==> src/rtl/fwd_pkg.sv <==
// fwd_pkg: shared definitions for the operand-forwarding / hazard unit.
//   - forward-select encoding constants used on ex_fwd_sel
//   - fwd_slot_t: one tag-pipeline slot {valid, rd, is_load}
//   - fwd_clog2: elaboration-time ceil(log2) helper
package fwd_pkg;

  // Forward-select encoding: 0 = register file, k = stage-k result.
  localparam int FWD_RF    = 0;
  localparam int FWD_EXMEM = 1;
  localparam int FWD_MEMWB = 2;

  // Slot rd storage width. Register indices narrower than this are
  // zero-extended on entry so every stored bit takes part in the compare.
  localparam int FWD_RD_W = 16;

  typedef struct packed {
    logic                valid;
    logic [FWD_RD_W-1:0] rd;
    logic                is_load;
  } fwd_slot_t;

  function automatic int fwd_clog2(input int value);
    int result;
    int v;
    result = 0;
    v      = value - 1;
    while (v > 0) begin
      result = result + 1;
      v      = v >> 1;
    end
    return result;
  endfunction

endpackage

==> src/rtl/fwd_tag_pipe.sv <==
// fwd_tag_pipe: shift register of destination tags for in-flight
// instructions. Slot 0 is EX, slot NSTAGE is the last forwarding stage;
// every cycle slot k moves to k+1 and slot NSTAGE retires.
//
// Ports:
//   clk, rst      clock, synchronous active-high reset (clears valids)
//   ins_valid     a real instruction enters slot 0 this cycle (else bubble)
//   ins_regwrite  entering instruction writes ins_rd
//   ins_is_load   entering instruction is a load
//   ins_rd        entering destination register
//   slots         per-slot {valid, rd, is_load}, index 0..NSTAGE
module fwd_tag_pipe
  import fwd_pkg::*;
#(
  parameter int REG_W  = 5,
  parameter int NSTAGE = 3
) (
  input  logic             clk,
  input  logic             rst,
  input  logic             ins_valid,
  input  logic             ins_regwrite,
  input  logic             ins_is_load,
  input  logic [REG_W-1:0] ins_rd,
  output fwd_slot_t        slots [NSTAGE+1]
);

  logic [NSTAGE:0]     slot_vld_p;
  logic [NSTAGE:0]     slot_load_p;
  logic [FWD_RD_W-1:0] slot_rd_p [NSTAGE+1];
  logic                writer;

  // Only real register writers are tracked; r0 and non-writing
  // instructions are stored as invalid so they can never match.
  assign writer = ins_valid & ins_regwrite & (ins_rd != '0);

  // ---- slot valid bits (control, reset) ----
  always_ff @(posedge clk) begin
    if (rst) begin
      slot_vld_p <= '0;
    end else begin
      slot_vld_p <= {slot_vld_p[NSTAGE-1:0], writer};
    end
  end

  // ---- slot payload (data, not reset) ----
  always_ff @(posedge clk) begin
    slot_rd_p[0]   <= FWD_RD_W'(ins_rd);
    slot_load_p[0] <= ins_is_load;
    for (int k = 1; k <= NSTAGE; k++) begin
      slot_rd_p[k]   <= slot_rd_p[k-1];
      slot_load_p[k] <= slot_load_p[k-1];
    end
  end

  always_comb begin
    for (int k = 0; k <= NSTAGE; k++) begin
      slots[k].valid   = slot_vld_p[k];
      slots[k].rd      = slot_rd_p[k];
      slots[k].is_load = slot_load_p[k];
    end
  end

endmodule

==> src/rtl/fwd_hazard_unit.sv <==
// fwd_hazard_unit: operand forwarding select generation and load-use
// stall detection for the instruction in ID.
//
// Ports:
//   clk, rst      clock, synchronous active-high reset
//   id_valid      ID holds a real instruction
//   id_regwrite   ID instruction writes id_rd
//   id_is_load    ID instruction is a load
//   id_rd         ID destination register
//   id_src        ID source registers, operand 0 in the LSBs
//   id_src_used   per-operand "operand is read"
//   flush         kill the ID instruction
//   stall         combinational: hold PC/IF/ID, bubble into EX
//   ex_fwd_sel    registered per-operand select (0 = regfile, k = stage k)
//   stall_cnt     saturating count of stall cycles
module fwd_hazard_unit
  import fwd_pkg::*;
#(
  parameter int  REG_W    = 5,
  parameter int  NSRC     = 2,
  parameter int  NSTAGE   = 3,
  parameter int  LOAD_LAT = 2,
  parameter int  CNT_W    = 16,
  localparam int SEL_W    = fwd_clog2(NSTAGE + 1)
) (
  input  logic                  clk,
  input  logic                  rst,
  input  logic                  id_valid,
  input  logic                  id_regwrite,
  input  logic                  id_is_load,
  input  logic [REG_W-1:0]      id_rd,
  input  logic [NSRC*REG_W-1:0] id_src,
  input  logic [NSRC-1:0]       id_src_used,
  input  logic                  flush,
  output logic                  stall,
  output logic [NSRC*SEL_W-1:0] ex_fwd_sel,
  output logic [CNT_W-1:0]      stall_cnt
);

  fwd_slot_t           slots [NSTAGE+1];
  logic                issue;
  logic [FWD_RD_W-1:0] src_ext  [NSRC];
  logic [SEL_W-1:0]    op_stage [NSRC];
  logic [NSRC-1:0]     op_hit;
  logic [NSRC-1:0]     op_wait;
  logic [NSRC*SEL_W-1:0] sel_nxt;

  // Slot 0 receives the ID instruction only when it actually advances.
  assign issue = id_valid & ~stall & ~flush;

  fwd_tag_pipe #(
    .REG_W  (REG_W),
    .NSTAGE (NSTAGE)
  ) u_tag_pipe (
    .clk          (clk),
    .rst          (rst),
    .ins_valid    (issue),
    .ins_regwrite (id_regwrite),
    .ins_is_load  (id_is_load),
    .ins_rd       (id_rd),
    .slots        (slots)
  );

  // Priority search. Slots are scanned oldest to youngest so the last hit
  // (the youngest producer) overrides; readiness is judged only on that
  // winner, an older ready copy never rescues a waiting load. Slot NSTAGE
  // is not searched: it retires into the regfile this cycle.
  always_comb begin
    op_hit  = '0;
    op_wait = '0;
    sel_nxt = '0;
    for (int i = 0; i < NSRC; i++) begin
      src_ext[i]  = FWD_RD_W'(id_src[i*REG_W +: REG_W]);
      op_stage[i] = SEL_W'(FWD_RF);
      if (id_src_used[i] && (src_ext[i] != '0)) begin
        for (int k = NSTAGE - 1; k >= 0; k--) begin
          if (slots[k].valid && (slots[k].rd == src_ext[i])) begin
            op_hit[i]   = 1'b1;
            op_stage[i] = SEL_W'(k + 1);
            op_wait[i]  = slots[k].is_load && ((k + 1) < LOAD_LAT);
          end
        end
      end
      if (op_hit[i] && !op_wait[i]) begin
        sel_nxt[i*SEL_W +: SEL_W] = op_stage[i];
      end
    end
  end

  // Held low while reset is asserted so stale tags cannot stall the front end.
  assign stall = ~rst & id_valid & ~flush & (|op_wait);

  // ---- ID -> EX select register ----
  always_ff @(posedge clk) begin
    if (rst) begin
      ex_fwd_sel <= '0;
    end else if (issue) begin
      ex_fwd_sel <= sel_nxt;
    end else begin
      ex_fwd_sel <= '0;
    end
  end

  // ---- stall counter ----
  always_ff @(posedge clk) begin
    if (rst) begin
      stall_cnt <= '0;
    end else if (stall && !(&stall_cnt)) begin
      stall_cnt <= stall_cnt + 1'b1;
    end
  end

endmodule
==> config.mk <==
export PLATFORM = sky130hd
export DESIGN_NAME = fwd_hazard_unit
export DESIGN_NICKNAME = d
export VERILOG_FILES = /design/src/rtl/fwd_pkg.sv /design/src/rtl/fwd_tag_pipe.sv /design/src/rtl/fwd_hazard_unit.sv
export SDC_FILE = /design/constraint.sdc
export NUM_CORES = 1
export LEC_CHECK = 0
export ABC_CLOCK_PERIOD_IN_PS = 6000
export CAP_MARGIN = 20
export CORE_UTILIZATION = 45
export DETAILED_ROUTE_END_ITERATION = 12
export PLACE_DENSITY = 0.73
export SETUP_SLACK_MARGIN = 0.02
export SLEW_MARGIN = 20
export SYNTH_ARGS = -nofsm -noshare
export SYNTH_HDL_FRONTEND = slang
export SYNTH_SLANG_ARGS = --single-unit
==> constraint.sdc <==
create_clock -name clk -period 6 [get_ports clk]
set_clock_uncertainty 0.2 [all_clocks]
set_input_delay 1.2 -clock clk [delete_from_list [all_inputs] [get_ports clk]]
set_output_delay 1.2 -clock clk [all_outputs]
set_load 0.005 [all_outputs]
# Word-level counts from Yosys, hierarchy flattened
# Memory sizes are Yosys's and may differ from the RTL's.
# Cells that the tools add are included.
# op_classes
addsub	1
eq_ne	6
muxes	18
n_bitwise	15
reduce_logical	23
# ops
operator	count
16-bit by 5-bit equality test with 1-bit output	6
16-bit by 1-bit adder with 16-bit output (second input constant)	1
16-bit AND reduction	1
5-bit nonzero test	3
1-bit 2-to-1 mux	14
1-bit logical AND	11
5-bit OR reduction	2
2-bit 2-to-1 mux	4
1-bit NOT	8
4-bit OR reduction	2
1-bit AND	7
1-bit logical NOT	3
2-bit OR reduction	1
# totals
regBits	24
ram_bits	64
in_bits	23
word_cells	71
memories	1
# memory_table
name	words	width	read_ports	rd_clocked_by_memory_dff	write_ports	line	source
u_tag_pipe.slot_rd_p	4	16	3	0	4	fwd_tag_pipe.sv:29	logic [FWD_RD_W-1:0] slot_rd_p [NSTAGE+1];

# Longest topological paths before layout
# An unclocked memory read counts as a cell.
# logic_depth
word_depth	12
depth_mapped	7
ltp_nobuf	7

# Cells and area by module
# A second synthesis with hierarchy kept.
# unflattened
cells_unflattened	268
area_unflattened_um2	2478.6
# modules_own_cells
module	instances	cells_per_inst	area_per_inst_um2
fwd_hazard_unit	1	188	1522.7
fwd_tag_pipe	1	80	955.9

# Worst setup path after synthesis
# Ideal clock, no wire load.
# synth_path
path_kind	input to output
start	in id_src[1]
end	out stall
arrival_ns	2.416
path_slack_ns	2.184
path_stages	6
path_cell_list	or4_1 o21ai_1 and4b_1 buf_4 o21ai_2 nor2_1
# synth_between
elab_chain_cells	6
elab_cells_between_ends	8
cone_classes	eq/ne (1); mux (2); bitwise (1); reduce/logical (4)
# synth_rtl
item	line	source
from (decl)	fwd_hazard_unit.sv:32	input logic [NSRC*REG_W-1:0] id_src,
16-bit by 5-bit equality test with 1-bit output	fwd_hazard_unit.sv:77	if (slots[k].valid && (slots[k].rd == src_ext[i])) begin
1-bit logical AND	fwd_hazard_unit.sv:77	
1-bit 2-to-1 mux	fwd_hazard_unit.sv:77	
1-bit 2-to-1 mux *	fwd_hazard_unit.sv:75	if (id_src_used[i] && (src_ext[i] != '0)) begin
2-bit OR reduction *	fwd_hazard_unit.sv:91	assign stall = ~rst & id_valid & ~flush & (|op_wait);
1-bit AND *	fwd_hazard_unit.sv:91	
to (decl)	fwd_hazard_unit.sv:35	output logic stall,
# Every way passes the cells marked *; elsewhere a longest branch is shown, timed or not.

# Final worst setup path
# layout_path
start	in id_src[4]
end	out stall
# Same word-level chain as after synthesis.

==> flow_summary.json <==
{
  "cts_resized": 0,
  "timing.hold.ws_ns": 0.2012,
  "cts_setup_buffers": 0,
  "nets": 270,
  "antenna_found_initial": 0,
  "yosysWarnings": 0,
  "slowest_delay_ns": 0.56,
  "drt_iter0_drc": 85,
  "synth_top_cells_by_area": "dfxtp_1, xor2_1, a21oi_1",
  "wire_per_inst_um": 14.66,
  "ir_worst_vdd_mv": 0.1222,
  "synth_edf_count": 0,
  "synth.avg_cell_area_um2": 9.431,
  "worstSetupPathType": "in2out",
  "grt_max_degree": 22,
  "clock-sinks": 39,
  "gr-usage-met3_pct": 5.137,
  "cpMaxStageDelayCell": "and4b_1",
  "ys_ff_latch": 39,
  "place.gp.congestion": 0.9396,
  "crit_chain": "clkdlybuf4s50_1 -> xor2_1 -> nor4_1 -> and4b_1 -> o21ai_2 -> nor2_1 -> clkdlybuf4s50_1",
  "synthDistinctLibCells": 40,
  "core_um2": 4000,
  "initial_core_util_pct": 46.92,
  "dr_total_vias": 1655,
  "p_leak_uw": 0.0008517,
  "drc_errors": 0,
  "yosysMostFrequentCell": "dfxtp_1",
  "grt_pass1_wl_um": 6796,
  "final.min_clock_period_ns": 5.025,
  "synth_top_cell_by_area": "dfxtp_1",
  "overflow": 0,
  "die_w_um": 66.58,
  "ys.flop_type": "dfxtp_1",
  "postRouteAntennaNets": 0,
  "grt_use_total_pct": 20.72,
  "maxSlewViolCount": 0,
  "p_seq_share_pct": 55.0,
  "ys_top_cells_by_count": "dfxtp_1, xor2_1, a21oi_1",
  "cts_tree": "built",
  "grt_pass1_vias": 1425,
  "worst_pin_slew_ns": 0.8809,
  "antenna_cells": 0,
  "rsz0062_at_grt": "false",
  "cts.hold.buffers_added": 0,
  "ys_async_sr_fraction_pct": 0,
  "worstPathRequired_ns": 4.60,
  "via_per_inst": 5.591,
  "outcome": "finished, final reports clean",
  "cts_buffers": 5,
  "syn_inst": 199,
  "drive_gt1_share_pct": 6.098,
  "switching_share_pct": 23.32,
  "dp_hpwl_um": 3354,
  "timing_hold_violations_final": 0,
  "dr.pass1.iters": 4,
  "p_comb_share_pct": 9.4,
  "cap_violations": 0,
  "path_max_fanout": 8,
  "htreeDepth": 2,
  "dieArea_um2": 4433,
  "fp.dieH_um": 66.58,
  "crit_path_start_kind": "input port",
  "setup_violations": 0,
  "fin_setup_tns_ns": 0,
  "p_per_area_nw_per_um2": 203.1,
  "path_clk_slew_ns": 0.07,
  "clock_path_buffers": 2,
  "cts_root_buf": "clkbuf_8",
  "power_switching_uw": 115.7,
  "hold_class": "reg2reg",
  "port_buffers": 43,
  "ys_seq_area_share_pct": 41.60,
  "finalWirelength_um": 4340,
  "ioPinCount": 44,
  "internal-power_uw": 380.3,
  "met2_usage_pct": 30.81,
  "crit_path_end_kind": "output port",
  "area_delta_synth_final_pct": 30.13,
  "path_common_cell": "clkdlybuf4s50_1",
  "synth_top_cell_area_share_pct": 41.60,
  "final.period_utilization_pct": 83.76,
  "grt_busiest_layer": "met2",
  "cp.arrival_ns": 3.63,
  "synth_nets": 223,
  "max_slew_margin_pct": 40.73,
  "clock_latency_ns": 0.29,
  "syn_area_um2": 1877,
  "fmax_mhz": 199.0,
  "met1_usage_pct": 29.13,
  "rows": 23,
  "clkPwrFrac_pct": 35.6
}
cell usage in the layout (no fill, tap or decap), types with 6 or more instances in the layout:
master           Yosys  layout
a21oi_1             13      13
clkbuf_8             0       6
clkdlybuf4s50_1      0      43
dfxtp_1             39      39
inv_1                6       6
nand2_1              8       8
nand3_1              8       8
nor2_1              11      11
nor4_1               9       9
o21ai_0              9       9
or3_1                9       9
or4_1                6       6
xnor2_1              6       6
xor2_1              25      25
routing by layer:
metal	vias up	routed length (µm)
met5	-	0
met3	5	184
met2	34	2044
met4	0	49
li1	824	-
met1	792	2061
power groups by stage:
stage | Clock (µW) | Sequential, µW | Combinational [µW]
global route | 192 | 273 | 50.9
finish | 177 | 273 | 46.7
global placement | 0 | 278 | 46.3
floorplan | 0 | 275 | 24.1
detailed placement | 0 | 279 | 46.9
CTS | 180 | 272 | 47.1
registers in the layout, indices dropped and copies added, names as in the netlist:
signal                  count
ex_fwd_sel                  4
stall_cnt                  16
u_tag_pipe.slot_load_p      1
u_tag_pipe.slot_rd_p       15
u_tag_pipe.slot_vld_p       3
stage by stage:
stage	setup slack (ns)	util [%]	cells	area [µm²]	total power, µW
global route	0.8217	61.06	296	2442	515.7
floorplan	2.184	-	199	1877	299.6
detailed placement	0.9742	58.87	289	2355	325.4
CTS	0.9549	61.06	296	2442	500.0
finish	0.9747	61.06	296	2442	496.0
global placement	0.9918	58.87	289	2355	324.5
critical path: cells and delay by family:
family	cells	cell delay, ns
buf+inv	2	1.02
xor+xnor	1	0.20
compound gates	1	0.14
simple gates	3	1.07
kinds of logic after synthesis:
group | synth area share [%]
simple gates | 23.93
xor+xnor | 14.47
compound gates | 15.20
fa+ha+maj | 0.6666
flops | 41.60
buf+inv | 2.400
mux | 1.733
layout make-up:
| type | count | area, µm² |
|---|---|---|
| timing repair buffer | 44 | 437.9 |
| tap | 50 | 62.56 |
| clock buffer | 6 | 82.58 |
| multi-input combinational | 150 | 1051 |
| inverter | 6 | 22.52 |
| fill | 363 | 1558 |
| sequential | 39 | 780.7 |
| clock inverter | 1 | 5.005 |
path summary, 6_finish.rpt:
check                                                start                    endpoint  slack (ns)  cells past startpoint
worst max-delay path                             id_src[4]                       stall        0.97                      7
worst min-delay path            u_tag_pipe.slot_rd_p[1][4]  u_tag_pipe.slot_rd_p[2][4]        0.20                      0
worst min register to register  u_tag_pipe.slot_rd_p[1][4]  u_tag_pipe.slot_rd_p[2][4]        0.20                      0
worst max register to register  u_tag_pipe.slot_rd_p[0][4]               stall_cnt[11]        3.45                      6
Note: power is estimated with default switching activity, not from simulation.
